### src/rtl/logic_result_buffer_pkg.sv
// Shared types and constants for the logic-result elastic buffer.
// LOGIC_BUF_ZERO_FLAG_EN selects the reset value of the per-entry zero flag.
package logic_result_buffer_pkg;

  localparam int unsigned WIDTH  = 32;
  localparam int unsigned TAGW   = 5;
  localparam int unsigned STALLW = 16;

  typedef enum logic [1:0] {
    EMPTY = 2'b00,
    ONE   = 2'b01,
    TWO   = 2'b10
  } state_t;

  typedef struct packed {
    logic [WIDTH-1:0] y;
    logic [TAGW-1:0]  rd;
    logic             wen;
    logic             zero;
  } entry_t;

`ifdef LOGIC_BUF_ZERO_FLAG_EN
  localparam logic ZERO_RST = 1'b1;
`else
  localparam logic ZERO_RST = 1'b0;
`endif

  function automatic logic is_zero(input logic [WIDTH-1:0] v);
    return (v == '0);
  endfunction

endpackage

### src/rtl/logic_result_buffer_result_entry_reg.sv
// Load-enabled entry register (result, tag, write enable, zero flag) with async reset.
module result_entry_reg
  import logic_result_buffer_pkg::*;
(
  input  logic   clk,
  input  logic   reset,
  input  logic   load,
  input  entry_t d,
  output entry_t q
);

  always_ff @(posedge clk or posedge reset) begin
    if (reset) begin
      q.y    <= '0;
      q.rd   <= '0;
      q.wen  <= 1'b0;
      q.zero <= ZERO_RST;
    end else if (load) begin
      q <= d;
    end
  end

endmodule

### src/rtl/logic_result_buffer.sv
// Two-entry skid buffer between EX logic units and MEM, with flush, zero flag and stall counter.
// Define LOGIC_BUF_ZERO_FLAG_EN to carry a registered out_y==0 flag; otherwise out_zero is 0.
module logic_result_buffer
  import logic_result_buffer_pkg::*;
(
  input  logic              clk,
  input  logic              reset,
  input  logic              in_valid,
  output logic              in_ready,
  input  logic [WIDTH-1:0]  in_y,
  input  logic [TAGW-1:0]   in_rd,
  input  logic              in_wen,
  input  logic              flush,
  output logic              out_valid,
  input  logic              out_ready,
  output logic [WIDTH-1:0]  out_y,
  output logic [TAGW-1:0]   out_rd,
  output logic              out_wen,
  output logic              out_zero,
  output logic [STALLW-1:0] stall_cnt
);

  state_t state_q, state_d;
  logic   accept, handshake;
  logic   load_main, load_skid, main_from_skid;
  entry_t in_entry, main_d, main_q, skid_q;

  assign accept    = in_valid && in_ready && !flush;
  assign handshake = out_valid && out_ready;

  always_comb begin
    in_entry.y   = in_y;
    in_entry.rd  = in_rd;
    in_entry.wen = in_wen;
`ifdef LOGIC_BUF_ZERO_FLAG_EN
    in_entry.zero = is_zero(in_y);
`else
    in_entry.zero = 1'b0;
`endif
  end

  always_ff @(posedge clk or posedge reset) begin
    if (reset) state_q <= EMPTY;
    else       state_q <= state_d;
  end

  // Next state and entry load controls; flush overrides the state only.
  always_comb begin
    state_d        = state_q;
    load_main      = 1'b0;
    load_skid      = 1'b0;
    main_from_skid = 1'b0;
    case (state_q)
      EMPTY: begin
        if (accept) begin
          load_main = 1'b1;
          state_d   = ONE;
        end
      end
      ONE: begin
        if (accept && handshake) begin
          load_main = 1'b1;
        end else if (accept) begin
          load_skid = 1'b1;
          state_d   = TWO;
        end else if (handshake) begin
          state_d   = EMPTY;
        end
      end
      TWO: begin
        if (handshake) begin
          load_main      = 1'b1;
          main_from_skid = 1'b1;
          state_d        = ONE;
        end
      end
      default: state_d = EMPTY;
    endcase
    if (flush) state_d = EMPTY;
  end

  assign main_d = main_from_skid ? skid_q : in_entry;

  result_entry_reg u_main (
    .clk   (clk),
    .reset (reset),
    .load  (load_main),
    .d     (main_d),
    .q     (main_q)
  );

  result_entry_reg u_skid (
    .clk   (clk),
    .reset (reset),
    .load  (load_skid),
    .d     (in_entry),
    .q     (skid_q)
  );

  // Handshake flags are flopped from the next state so neither depends on out_ready combinationally.
  always_ff @(posedge clk or posedge reset) begin
    if (reset) begin
      in_ready  <= 1'b1;
      out_valid <= 1'b0;
    end else begin
      in_ready  <= (state_d != TWO);
      out_valid <= (state_d != EMPTY);
    end
  end

  assign out_y    = main_q.y;
  assign out_rd   = main_q.rd;
  assign out_wen  = main_q.wen;
  assign out_zero = main_q.zero;

  always_ff @(posedge clk or posedge reset) begin
    if (reset) begin
      stall_cnt <= '0;
    end else if (out_valid && !out_ready && (stall_cnt != {STALLW{1'b1}})) begin
      stall_cnt <= stall_cnt + STALLW'(1);
    end
  end

endmodule

### config.mk
export PLATFORM = sky130hd
export DESIGN_NAME = logic_result_buffer
export DESIGN_NICKNAME = d
export VERILOG_FILES = /design/src/rtl/logic_result_buffer_pkg.sv /design/src/rtl/logic_result_buffer_result_entry_reg.sv /design/src/rtl/logic_result_buffer.sv
export SDC_FILE = /design/constraint.sdc
export NUM_CORES = 1
export LEC_CHECK = 0
export ABC_AREA = 1
export ABC_CLOCK_PERIOD_IN_PS = 3500
export CAP_MARGIN = 20
export CORE_AREA = 2 2 101 103
export CTS_BUF_LIST = sky130_fd_sc_hd__clkbuf_2 sky130_fd_sc_hd__clkbuf_4 sky130_fd_sc_hd__clkbuf_8
export DETAILED_ROUTE_END_ITERATION = 8
export DIE_AREA = 0 0 103 105
export GPL_TIMING_DRIVEN = 1
export PLACE_DENSITY = 0.77
export SLEW_MARGIN = 20
export SYNTH_ARGS = -nofsm -noshare
export SYNTH_HDL_FRONTEND = slang
export SYNTH_SLANG_ARGS = --single-unit
export TNS_END_PERCENT = 20
### constraint.sdc
create_clock -name clk -period 3.5 [get_ports clk]
set_clock_uncertainty 0.2 [all_clocks]
set_input_delay 0.7 -clock clk [delete_from_list [all_inputs] [get_ports clk]]
set_output_delay 0.7 -clock clk [all_outputs]
set_load 0.05 [all_outputs]
After elaboration in Yosys (flattened, before gate mapping):

Index checks and enable logic that the tools add are counted.

* word-level logic and storage cells: 41
* input bits: 43
* bits in registers: 97

* $add $sub $neg: 1
* eq/ne operators: 4
* reductions and logical operators: 10
* multiplexer cells: 15

Operator list (count)
* two-way mux 39 bit: 1
* adder 16 x 1 -> 16 bit, second input constant: 1
* != test 16 bit, second input constant: 1
* two-way mux 2 bit: 6
* logical AND 1 bit: 6
* two-way mux 1 bit: 6
* one-hot mux 2 bit (3 select lines): 1
* one-hot mux 1 bit (3 select lines): 1
* equality test 2 x 1 -> 1 bit, second input constant: 1
* equality test 2 bit, second input constant: 1
* logical NOT 1 bit: 2
* logical NOT 2 bit: 1
* != test 2 bit, second input constant: 1
* nonzero test 2 bit: 1

Logic depth before layout (Yosys ltp):

Gate-level depths: netlist of run 1.

* depth in word-level cells: 7
* mapped depth: 11
* gate-level depth less buffers: 9

Cells and area by module:

From an unflattened synthesis of run 1, not the netlist that was laid out.

* cells, all modules: 556
* area, all modules: 4614.4 um^2

By module, submodules not included
* result_entry_reg: cells each 166, times used 2, area an instance 1470.2 um^2
* logic_result_buffer: cells each 224, times used 1, area an instance 1674.1 um^2

Worst setup path after synthesis of run 1:

OpenSTA, ideal clock, no wires.

* path kind: flip-flop to flip-flop
* from: reg stall_cnt[1]
* to: reg stall_cnt[0]
* setup slack: 1.345 ns
* data required time: 3.182 ns
* stages on the path, launching flop included: 10
* path buffers: 1
* arrival time: 1.837 ns
* cells stage by stage: dfrtp_1 -> ha_1 -> inv_4 -> nor2_4 -> nand2_4 -> o21ai_4 -> inv_4 -> buf_6 -> nand2_1 -> nand2_1

* cells in the longest elaborated chain, start to end: 2

Ends and longest elaborated chain
* start: declaration: line logic_result_buffer.sv:20 `output logic [STALLW-1:0] stall_cnt`
* start signal: assignment: line logic_result_buffer.sv:120 `stall_cnt <= stall_cnt + STALLW'(1);`
* != test 16 bit: line logic_result_buffer.sv:119 `end else if (out_valid && !out_ready && (stall_cnt != {STALLW{1'b1}})) begin`
* logical AND 1 bit: line logic_result_buffer.sv:119

No other way between the ends.
A chain may end at the register's enable or synchronous reset.

Final worst setup path of run 1:

* from: reg in_ready
* to: out in_ready

RTL lines
* start: declaration: line logic_result_buffer.sv:9 `output logic in_ready,`
* start signal: assignment: line logic_result_buffer.sv:106 `in_ready <= (state_d != TWO);`

No word-level cell between the ends.

==> results of run 1 <==
power breakdown:
group / internal [mW] / switching (mW)
sequential: 1.34 / 0.116
clock: 0.384 / 0.366
combinational: 0.342 / 0.652
area by class of cell:
type / count / share of cell area (%)
tap: 133 / 2.91
inverter: 57 / 3.87
clock inverter: 3 / 0.700
clock buffer: 13 / 2.91
timing repair buffer: 103 / 18.0
multi-input combinational: 392 / 29.6
sequential: 96 / 42.0
routing by layer:
metal	global-route usage (%)	share of wire, %	up-vias
met1	25.7	45	1792
met4	8.55	2.6	0
met2	30.3	48	109
li1	-	-	1930
met5	0	0	-
met3	3.08	4.8	20
cells by family after synthesis:
family | synth area share [%]
AO/OA/AOI/OAI | 10.3
XOR/XNOR | 1.58
adder cells (fa/ha/maj) | 0.281
buffers and inverters | 7.97
flip-flops | 54.1
other | 0.0844
AND/OR/NAND/NOR | 25.7
placed cells by master (no fill, tap or decap):
| master | netlist | routed |
|---|---|---|
| a21oi_1 | 31 | 31 |
| buf_12 | 0 | 1 |
| buf_4 | 1 | 4 |
| bufinv_16 | 0 | 1 |
| clkbuf_4 | 0 | 2 |
| clkbuf_8 | 0 | 11 |
| clkdlybuf4s50_1 | 0 | 98 |
| clkinv_2 | 0 | 2 |
| conb_1 | 1 | 1 |
| dfrtp_1 | 95 | 95 |
| dfstp_2 | 1 | 1 |
| ha_1 | 1 | 1 |
| inv_1 | 53 | 52 |
| inv_2 | 2 | 2 |
| inv_4 | 2 | 3 |
| nand2_1 | 230 | 229 |
| nand2_2 | 1 | 2 |
| nand2_4 | 1 | 1 |
| nand3_1 | 7 | 6 |
| nand3_2 | 0 | 1 |
| nand4_1 | 4 | 4 |
| nor2_1 | 48 | 48 |
| nor2_4 | 2 | 2 |
| o21ai_0 | 57 | 57 |
| o21ai_4 | 1 | 1 |
| xnor2_1 | 6 | 6 |
| xor2_1 | 2 | 2 |
sequential cells by signal, indices dropped and copies added, names as in the netlist:
register / cells
in_ready: 1
stall_cnt: 16
u_main.q: 38
state_q: 2
out_valid: 1
u_skid.q: 38
stage by stage:
stage | cells | instance area [µm²] | util, %
detailed placement | 781 | 5520 | 57.2
global placement | 781 | 5520 | 57.2
finish | 797 | 5720 | 59.4
global route | 797 | 5720 | 59.4
floorplan | 572 | 4440 | -
CTS | 797 | 5720 | 59.4
final timing paths:
path / start / slack, ns / endpoint
worst max register to register: stall_cnt[0]$_DFFE_PP0P_ / 1.37 / stall_cnt[10]$_DFFE_PP0P_
max in group asynchronous: reset / 1.69 / u_main.q[5]$_DFFE_PP0P_
min in group asynchronous: reset / 0.68 / u_main.q[34]$_DFFE_PP0P_
worst min-delay path: u_main.q[28]$_DFFE_PP0P_ / 0.28 / u_main.q[28]$_DFFE_PP0P_
worst min register to register: u_main.q[28]$_DFFE_PP0P_ / 0.28 / u_main.q[28]$_DFFE_PP0P_
worst max-delay path: in_ready$_DFF_PP1_ / 0.91 / in_ready
==> results.md, run 1 <==
- Cell area power density: 560 mW/mm²
- Final Hold Fails: 0
- Setup crit start kind: register
- Clk slew on worst S/H paths: roughly 0.080 ns
- Core Area: about 0.0096 mm²
- Fill cells: 880
- Clk sinks: 96
- Detailed-route vias per instance: 4.83
- H-tree depth: 3
- Top_reg_cell synth: dfrtp_1
- Die ar.: 0.0108 mm²
- RSZ-0062 raised after global routing: false
- Post-synthesis async set-or-reset flop share: 100%
- Mean Syn Cell Area: 7.77 µm²
- Detailed Route WL: 9.90 mm
- Mapped Area: 0.00444 mm²
- Fmax: 386 MHz
- Leakage: 2.91 nW
- Vias in the first global route: between 3000 and 4000
- Multi-input gate area: 0.00169 mm²
- Gr ovfl total: 0
- Initial core utilization: 46.1%
- Worst path required time: 2.60 ns
- Post-synth EDFFs: 0
- Max cap viols: 0
- Synth top area cells: dfrtp_1 (53%), nand2_1 (19%), o21ai_0 (6.4%)
- Post-synthesis sequential area ratio: 54.1%
- PnR worst setup slack: 0.910 ns
- Largest delay share family, worst path: buffers and inverters
- Worst-Skew Late Latency: 0.36 ns
- Number of nets in the layout: between 700 and 800
- Stages on the worst setup path: 1
- Die Ht: 105 µm
- CP Capture Type: output port
- GPL Wtd Cong: roughly 0.8
- Worst Path Class, Setup: register to output port
- Storage element area: around 0.0024 mm²
- Most frequent cell after synthesis: nand2_1
- Antenna violations before repair: 0
- Synth-to-Final Area Change: 28.8%
- Tmin final: 2.59 ns
- CTS tree: done
- Crit-path cells: clkdlybuf4s50_1
- Post-CTS Setup Repair Bufs: 0
- Crit path DAT: 1.69 ns
- Mapped Cells: 572
- Post-Syn Nets: ~620
- Yosys warns: 0
- # IOs: 100
- DRC: 0
- Fin crit share: 74.0%
- Drt first pass iters: 5
- CTS Root Cell: clkbuf_8
- Hold/Removal Path Class: register to register
- FF-to-FF path depth: 8
- Outcome: completed
- Via count: 3851
- Clk buf depth: 2
- Worst path max stage delay: 0.80 ns
- Dpl ws: 0.805 ns
- Max IR drop VDD: 376 µV
- Distinct cells, synth: 24
- GRT Overall Usage: 19.2%
- Post_cts resized: 0
- Yosys top cell by area: dfrtp_1
- WL per Instance: roughly 12 µm
- Num CTS Buffers: 9
- Pwr Total: 3.20 mW
- Hold Crit Depth: 2
- Hold-fix buffers at CTS: 0
- Commonest cells in the netlist: nand2_1 (230), dfrtp_1 (95), o21ai_0 (57)
- Slew Viols, Final: 0
- Layout cells sized above 1: under 10%
- Rel. slew slack: 42.0%
- First-pass GRT wire length: between 15 and 20 mm
- Largest net degree at the start of global routing: 77
- DP Wirelength: 6.80 mm
- CP bufs+invs: 1
- Yosys top cell area share: 53.5%
- Row cnt: 36
- Quantity of I/O buffers inserted on ports: 98
- Slowest cell on crit path: clkdlybuf4s50_1
- ANT cells: 0
- Hold Slack: 0.283 ns
- DR iter-0 viols: 127
- Setup Viol. Count Final: 0
- Setup TNS: 0 ns
- DRT antenna net count: 0
- Register bit total from synthesis: 96
- Slew at the pin closest to its max-slew limit: 0.870 ns
- Die Wd: 103 µm
- Max FO, Critical Path: 2
No activity file was read; power rests on OpenSTA's default activity.
==> inputs of run 2 (changes only) <==
--- a/config.mk
+++ b/config.mk
@@ -6,7 +6,7 @@
 export NUM_CORES = 1
 export LEC_CHECK = 0
 export ABC_AREA = 1
-export ABC_CLOCK_PERIOD_IN_PS = 3500
+export ABC_CLOCK_PERIOD_IN_PS = 2350
 export CAP_MARGIN = 20
 export CORE_AREA = 2 2 101 103
 export CTS_BUF_LIST = sky130_fd_sc_hd__clkbuf_2 sky130_fd_sc_hd__clkbuf_4 sky130_fd_sc_hd__clkbuf_8
==> constraint.sdc (replaced) <==
create_clock -name clk -period 2.35 [get_ports clk]
set_clock_uncertainty 0.2 [all_clocks]
set_input_delay 0.47 -clock clk [delete_from_list [all_inputs] [get_ports clk]]
set_output_delay 0.47 -clock clk [all_outputs]
set_load 0.05 [all_outputs]
==> results.md, run 2 (synthesis results as in run 1) <==
- Crit-path cells: clkdlybuf4s50_1
- DR iter-0 viols: 103
- Hold Slack: 0.288 ns
- DRC: 0
- Largest net degree at the start of global routing: 97
- Initial core utilization: 46.1%
- Worst-Skew Late Latency: ~0.36 ns
- Post-Layout Inst Area: 0.00579 mm²
- DP Wirelength: 6.89 mm
- Slew Viols, Final: 0
- Hold/Removal Path Class: register to register
- Vias in the first global route: 3842
- Max FO, Critical Path: 6
- Leading cell type in the layout, fill and taps excluded: nand2_1
- Die ar.: ~0.011 mm²
- Die Wd: 103 µm
- Largest delay share family, worst path: buffers and inverters
- PnR worst setup slack: 0.0444 ns
- Outcome: completed
- Switching component of the power: 1.72 mW
- GPL Wtd Cong: 0.787
- Setup crit start kind: register
- RSZ-0062 raised after global routing: false
- Combinational share of power: 31.2%
- Clk slew on worst S/H paths: 0.09 ns
- Worst Path Class, Setup: register to output port
- First-pass GRT wire length: 17.0 mm
- CTS tree: done
- Rel. slew slack: 65.1%
- Row cnt: 36
- Setup TNS: 0 ns
- Hold-fix buffers at CTS: 0
- Placement Cell Area: 0.00558 mm²
- Met2 wire len: 5.01 mm
- CTS Root Cell: clkbuf_8
- Quantity of I/O buffers inserted on ports: a little under 100
- # IOs: 100
- Metal-1 WL: 4.49 mm
- Max cap viols: 0
- Setup Viol. Count Final: 0
- Final Hold Fails: 0
- Storage element area: ~0.0024 mm²
- Multi-input gate area: roughly 0.0017 mm²
- Dpl ws: ~0.19 ns
- Clk pwr share: 22.8%
- Worst path max stage delay: 0.83 ns
- Finished Layout Cells: 799
- Worst path required time: roughly 1.7 ns
- Drt first pass iters: 4
- Clk buf depth: 2
- Fill cells: roughly 880
- Die Ht: 105 µm
- Detailed Route WL: 10.1 mm
- Placed cells: 784
- Core Area: 0.00964 mm²
- Internal power: about 3.0 mW
- Max IR drop VDD: 511 µV
- Fin crit share: 98.1%
- Leakage: 3.11 nW
- DRT antenna net count: 0
- Sw Ratio: 36.1%
- Crit path DAT: between 1.5 and 2 ns
- Most frequent cells in the layout: nand2_1 (229), dfrtp_1 (95), clkdlybuf4s50_1 (84)
- CP bufs+invs: 1
- ANT cells: 0
- Biggest regs: u_main.q x38, u_skid.q x38, stall_cnt x16
- Slowest cell on crit path: clkdlybuf4s50_1
- Clk sinks: 96
- Number of nets in the layout: 706
- WL per Instance: approximately 13 µm
- GRT Overall Usage: 19.5%
- Top Metal Used: met4
- Slew at the pin closest to its max-slew limit: 0.522 ns
- Layout cells sized above 1: 5.41%
- Antenna violations before repair: 0
- Synth-to-Final Area Change: 30.3%
- Detailed-route vias per instance: about 4.8
- Gr ovfl total: 0
- CP Capture Type: output port
- H-tree depth: 3
- Cell area power density: 819 mW/mm²
- Via count: a little under 4000
- Tmin final: between 2 and 2.5 ns
- Sequential share of power: around 46%
- Num CTS Buffers: 9
- WL met3: 437 µm
- Fmax: 434 MHz
run 2: cell types whose count changed in the layout (fill, tap and decap cells not counted):
cell,change
clkbuf_4,-2
dlymetal6s2s_1,+10
clkbuf_8,-1
clkinvlp_4,+2
clkdlybuf4s50_1,-14
inv_4,-1
dlygate4sd2_1,+4
inv_6,+1
buf_12,+3
run 2: routing by layer:
metal / GRT usage (%) / vias up
met2: 32.7 / 84
met1: 25.7 / 1819
met5: 0 / -
met4: 5.64 / 0
li1: - / 1926
met3: 3.48 / 12
run 2: final timing paths:
kind / from / end / slack [ns] / cells after the start
setup / recovery: stall_cnt[13]$_DFFE_PP0P_ / stall_cnt[13] / 0.04 / 1
hold / removal: u_main.q[22]$_DFFE_PP0P_ / u_main.q[22]$_DFFE_PP0P_ / 0.29 / 2
setup reg to reg: stall_cnt[0]$_DFFE_PP0P_ / stall_cnt[15]$_DFFE_PP0P_ / 0.20 / 8
hold reg to reg: u_main.q[22]$_DFFE_PP0P_ / u_main.q[22]$_DFFE_PP0P_ / 0.29 / 2
max in group asynchronous: reset / in_ready$_DFF_PP1_ / 1.17 / 3
min in group asynchronous: reset / stall_cnt[12]$_DFFE_PP0P_ / 0.40 / 3
run 2: power groups by stage:
stage | combinational (mW) | clock (mW) | sequential [mW]
2_1_floorplan | 0.463 | 0 | 2.71
3_3_place_gp | 1.46 | 0 | 2.20
3_5_place_dp | 1.50 | 0 | 2.22
4_1_cts | 1.50 | 1.11 | 2.18
5_1_grt | 1.62 | 1.19 | 2.22
6_report | 1.48 | 1.08 | 2.18
run 2: through the flow:
stage	utilization, %	power, mW
4_1_cts	59.8	4.80
6_report	60.1	4.75
2_1_floorplan	-	3.17
3_5_place_dp	57.9	3.72
5_1_grt	60.1	5.03
3_3_place_gp	57.9	3.66
run 2: layout make-up:
type | instances | share of cell area, %
clock inverters | 5 | 0.972
flip-flops and latches | 96 | 41.5
inverters | 57 | 3.85
clock buffers | 10 | 2.38
multi-input cells | 392 | 29.3
well taps | 133 | 2.87
repair buffers | 106 | 19.2
run 2: timing repair:
action                     in CTS  in global routing
resized for setup               4                 10
setup buffers                   0                  0
setup endpoints to repair       4                 10
cloned                          0                  0
run 2: worst reg2reg max path, stage by stage (launching register included):
cell	delay [ns]
dfrtp_1	0.42
ha_1	0.31
inv_4	0.05
nor2_4	0.17
nand2_4	0.09
o21ai_4	0.45
inv_4	0.17
nand2_1	0.12
nand2_1	0.05
